--- config.mk ---
export PLATFORM = sky130hd
export DESIGN_NAME = seg_scan_ctrl
export DESIGN_NICKNAME = d
export VERILOG_FILES = /design/src/rtl/seg_scan_ctrl.sv
export SDC_FILE = /design/constraint.sdc
export NUM_CORES = 1
export LEC_CHECK = 0
export CORE_ASPECT_RATIO = 1.2
export CORE_MARGIN = 1.5
export CORE_UTILIZATION = 55
export DETAILED_ROUTE_END_ITERATION = 8
export PLACE_DENSITY = 0.85
export SYNTH_ARGS = -nofsm -noshare
export SYNTH_HDL_FRONTEND = slang
export SYNTH_SLANG_ARGS = --single-unit
--- constraint.sdc ---
create_clock -name clk -period 3.1 [get_ports clk]
set_input_delay 0.31 -clock clk [delete_from_list [all_inputs] [get_ports clk]]
set_output_delay 0.31 -clock clk [all_outputs]
set_load 0.05 [all_outputs]
--- src/rtl/seg_scan_ctrl.sv ---
// Multiplexed 7-segment scan controller: one shared BCD decoder, NDIG digits,
// double-buffered display value committed only at frame boundaries.
module seg_scan_ctrl #(
  parameter int NDIG     = 4,
  parameter int DIV      = 50000,
  parameter int GUARD    = 2,
  parameter int BLANK_LZ = 1
) (
  input  logic              clk,
  input  logic              rst,
  input  logic [4*NDIG-1:0] value_in,
  input  logic              load,
  output logic              load_ack,
  output logic              frame_tick,
  output logic [3:0]        bcd,
  output logic [NDIG-1:0]   dig_en
);
  localparam int CW = (DIV > 1) ? $clog2(DIV) : 1;
  localparam int IW = (NDIG > 1) ? $clog2(NDIG) : 1;

  logic [CW-1:0]     cnt_q, cnt_d;
  logic [IW-1:0]     idx_q, idx_d;
  logic [4*NDIG-1:0] active_q, active_d;
  logic [4*NDIG-1:0] pending_q, pending_d;
  logic              pend_q, pend_d;
  logic              load_ack_q, load_ack_d;
  logic              frame_tick_q, frame_tick_d;
  logic [3:0]        bcd_q, bcd_d;
  logic [NDIG-1:0]   dig_en_q, dig_en_d;

  logic              slot_end, frame_end;
  logic [3:0]        nib;
  logic [NDIG-1:0]   lz;
  logic              z;

  always_comb begin
    slot_end     = (cnt_q == CW'(DIV - 1));
    frame_end    = slot_end && (idx_q == IW'(NDIG - 1));
    cnt_d        = slot_end ? '0 : cnt_q + CW'(1);
    idx_d        = idx_q;
    if (slot_end) idx_d = frame_end ? '0 : idx_q + IW'(1);

    active_d     = active_q;
    pending_d    = pending_q;
    pend_d       = pend_q;
    load_ack_d   = 1'b0;
    frame_tick_d = frame_end;
    if (frame_end && pend_q) begin
      active_d   = pending_q;
      pend_d     = 1'b0;
      load_ack_d = 1'b1;
    end
    // A load on the commit cycle re-arms pending for the following frame.
    if (load) begin
      pending_d = value_in;
      pend_d    = 1'b1;
    end

    // Outputs are computed from next-state so the registers line up with cnt/idx.
    z  = 1'b1;
    lz = '0;
    for (int i = NDIG - 1; i >= 0; i--) begin
      z     = z && (active_d[4*i +: 4] == 4'd0);
      lz[i] = z;
    end
    nib = active_d[{idx_d, 2'b00} +: 4];
    if (nib > 4'd9)
      bcd_d = 4'hF;
    else if ((BLANK_LZ != 0) && (idx_d != '0) && lz[idx_d])
      bcd_d = 4'hF;
    else
      bcd_d = nib;

    if ((GUARD == 0) || (cnt_d >= CW'(GUARD)))
      dig_en_d = NDIG'(1) << idx_d;
    else
      dig_en_d = '0;
  end

  always_ff @(posedge clk or posedge rst) begin
    if (rst) begin
      cnt_q        <= '0;
      idx_q        <= '0;
      active_q     <= '0;
      pending_q    <= '0;
      pend_q       <= 1'b0;
      load_ack_q   <= 1'b0;
      frame_tick_q <= 1'b0;
      bcd_q        <= 4'hF;
      dig_en_q     <= '0;
    end else begin
      cnt_q        <= cnt_d;
      idx_q        <= idx_d;
      active_q     <= active_d;
      pending_q    <= pending_d;
      pend_q       <= pend_d;
      load_ack_q   <= load_ack_d;
      frame_tick_q <= frame_tick_d;
      bcd_q        <= bcd_d;
      dig_en_q     <= dig_en_d;
    end
  end

  assign load_ack   = load_ack_q;
  assign frame_tick = frame_tick_q;
  assign bcd        = bcd_q;
  assign dig_en     = dig_en_q;
endmodule
==> impl_results.md, run 1 <==
* Outcome: complete, no violations
* Endpoints failing setup at 0
* Post CTS Setup Buffer Count at 0
* Resize count post-CTS at 0
* Rows at 28
* Vert. Die Dim at 82.0 um
* NumNets Final at 315
* Area delta synth->final at 18.9%
* Hold Vio Cnt, Final at 0
* Power Density at 487 nW/um2
* GRT Residual Overflow at 0
* Final Util at 0.684
* I/O pins at 29
* Clock Latency Late Sink at 0.34 ns
* H-Tree Depth at 3
* Largest net degree at the start of global routing at 62
* Setup TNS Final at 0 ns
* Layout cells sized above 1 at 0.178
* Fin Clk Skew at 0.00578 ns
* Syn Nets at 284
* Reg2Reg Setup Slack at 0.39 ns
* Initial drt markers at 148
* CTS tree: done
* Antenna viol nets, final at 0
* Startpoint types: flop
* Sequential share of the synthesized area at 0.535
* Fillers at 392
* Worst Setup End Kind: flop
* Vias at 2113
* Clock buffer depth at 2
* Post-synth cell types at 43
* Gp weighted congestion at 0.895
* Final-report max-slew violation count at 0
* Synth Instances at 262
* Final instance area at 3400 um2
* Drt drc at 0
* CTS sink cnt at 61
* HP Class: input pin to asynchronous set/reset pin
* DRT Wirelength at 5590 um
* Period utilization at 0.874
* Leak at 0.00152 uW
* Relative slew slack at 0.475
* Wire per inst at 15.6 um
* Synthesized area at 2860 um2
* Syn avg cell area at 10.9 um2
* Cts bufs inserted at 9
* IO buf count at 28
* Max Cap Viol at 0
* Initial Utilization at 0.575
* Path depth of the worst reg2reg path at 10
* Worst Path Required at 3.34 ns
* Critical Path AT at 2.95 ns
* DR pass1 iterations at 4
* Syn. warnings at 0
* Antenna Cells at 0
* Vias per inst at 5.90
* Max Used Layer: met4
* Tmin final at 2.71 ns
* Worst Tran Pin Value at 0.785 ns
* CP Max Fanout at 12
* FF+latch count, synth at 61
* Die extent in x at 68.8 um
* DP HPWL at 3920 um
* Clock root buffer master: clkbuf_8
* Most common cell after layout, fill and taps aside: dfrtp_1
* First-pass GRT wire length at 9800 um
* RSZ-0062 raised after global routing: no
* Vias in the first global route at 2075
* Setup CP Type: flop to flop
* Most frequent cells in the layout: dfrtp_1, clkdlybuf4s50_1, nand2_1
* VDD IR-drop max at 0.000280 V
* Die area at 5640 um2
* Max Fclk at 369 MHz
* Initial antenna violation count at 0
* Met3 WL at 297 um
* WL met2 at 2580 um
* Reg clk slew, reported paths at 0.07 ns
* Area after DPL at 3190 um2
* Cts hold-fix bufs at 0
* WL met1 at 2630 um
* Core ar. at 4970 um2
* GRT Util Overall at 0.237
## routing by layer
layer	vias up	global-route usage
li1	1012	-
met3	8	0.0644
met1	1021	0.328
met5	-	0
met4	0	0.106
met2	72	0.349
## worst paths after layout
| kind | from | to |
|---|---|---|
| hold reg to reg | cnt_q[0]$_DFF_PP0_ | cnt_q[0]$_DFF_PP0_ |
| setup reg to reg | cnt_q[0]$_DFF_PP0_ | bcd[0]$_DFF_PP1_ |
| max in group asynchronous | rst | cnt_q[13]$_DFF_PP0_ |
| setup / recovery | cnt_q[0]$_DFF_PP0_ | bcd[0]$_DFF_PP1_ |
| hold / removal | rst | frame_tick$_DFF_PP0_ |
| min in group clk | cnt_q[0]$_DFF_PP0_ | cnt_q[0]$_DFF_PP0_ |
## synth_stat cells (all sizes together)
master / n / area share
mux2i: 7 / 0.026
nand4b: 1 / 0.0031
a21oi: 2 / 0.0035
and2: 2 / 0.0044
xor2: 9 / 0.028
o221ai: 1 / 0.0031
a2111oi: 1 / 0.0052
nand3: 17 / 0.030
nor2: 15 / 0.020
dfrtp: 57 / 0.50
or4: 2 / 0.0066
and4: 1 / 0.0031
clkbuf: 5 / 0.0066
o21ai: 15 / 0.026
buf: 8 / 0.017
nor4: 8 / 0.025
xnor2: 7 / 0.021
o211ai: 3 / 0.0079
mux2: 19 / 0.075
or2: 1 / 0.0022
and3: 3 / 0.0066
ha: 3 / 0.013
a31oi: 1 / 0.0022
or3: 2 / 0.0044
nand4bb: 1 / 0.0039
inv: 9 / 0.012
nor3: 7 / 0.012
a21o: 2 / 0.0052
o2111ai: 2 / 0.0061
dfstp: 4 / 0.037
a211oi: 2 / 0.0052
nand2: 26 / 0.034
or4bb: 1 / 0.0052
nand4: 17 / 0.037
or4b: 1 / 0.0048
## registers in the layout (all words and copies together), names as in the netlist
name	flops
idx_q	2
pending_q	16
load_ack	1
dig_en	4
cnt_q	16
pend_q	1
active_q	16
bcd	4
frame_tick	1
## metrics by stage
| stage | hold WS, ns | total power, uW | instances | worst slack, ns |
|---|---|---|---|---|
| final | 0.489 | 1660 | 358 | 0.390 |
| after detailed placement | 0.490 | 914 | 342 | 0.412 |
| after CTS | 0.499 | 1670 | 358 | 0.381 |
| after global placement | 0.474 | 911 | 342 | 0.526 |
| after global routing | 0.522 | 1720 | 358 | 0.128 |
| after floorplan | 0.461 | 878 | 262 | 0.589 |
## kinds of logic (layout without fill, tap and decap cells)
family                   count (synthesis)  in the layout  synth area share
flip-flops                              61             61             0.535
adder cells (fa/ha/maj)                  3              3            0.0131
XOR/XNOR                                16             16            0.0490
AND/OR/NAND/NOR                        105            105             0.202
AO/OA/AOI/OAI                           29             29            0.0647
buffers and inverters                   22             58            0.0350
multiplexers                            26             26             0.101
## layout make-up
class / count / area, um2 / share of cell area
flip-flops and latches: 61 / 1530 / 0.450
multi-input cells: 179 / 1230 / 0.361
inverters: 9 / 33.8 / 0.00993
clock buffers: 10 / 128 / 0.0375
well taps: 60 / 75.1 / 0.0221
clock inverters: 6 / 87.6 / 0.0257
repair buffers: 33 / 318 / 0.0934
## worst max-delay path, stage by stage, from the launching register on
cell and delay, ns:
dfrtp_1 0.39, ha_1 0.28, nand3_1 0.25, nor4_4 0.37
buf_4 0.23, mux2i_2 0.25, inv_2 0.14, nand2_1 0.09
a21oi_1 0.07, o221ai_1 0.37, o2111ai_1 0.18
## power breakdown
group          total (uW)  leakage (uW)  switching (uW)  internal, uW
Combinational        66.7      0.000648            26.9          39.8
Clock                 759     0.0000985             309           451
Sequential            833      0.000776            15.3           817
Total                1660       0.00152             351          1310
Note: power is estimated with default switching activity, not from simulation.
==> run 2, diff against run 1 <==
--- a/config.mk
+++ b/config.mk
@@ -9,6 +9,7 @@
 export CORE_MARGIN = 1.5
 export CORE_UTILIZATION = 55
 export DETAILED_ROUTE_END_ITERATION = 8
+export HOLD_SLACK_MARGIN = 0.08
 export PLACE_DENSITY = 0.85
 export SYNTH_ARGS = -nofsm -noshare
 export SYNTH_HDL_FRONTEND = slang
==> results of run 2 <==
Final layout, timing and power as in run 1 (identical DEF).
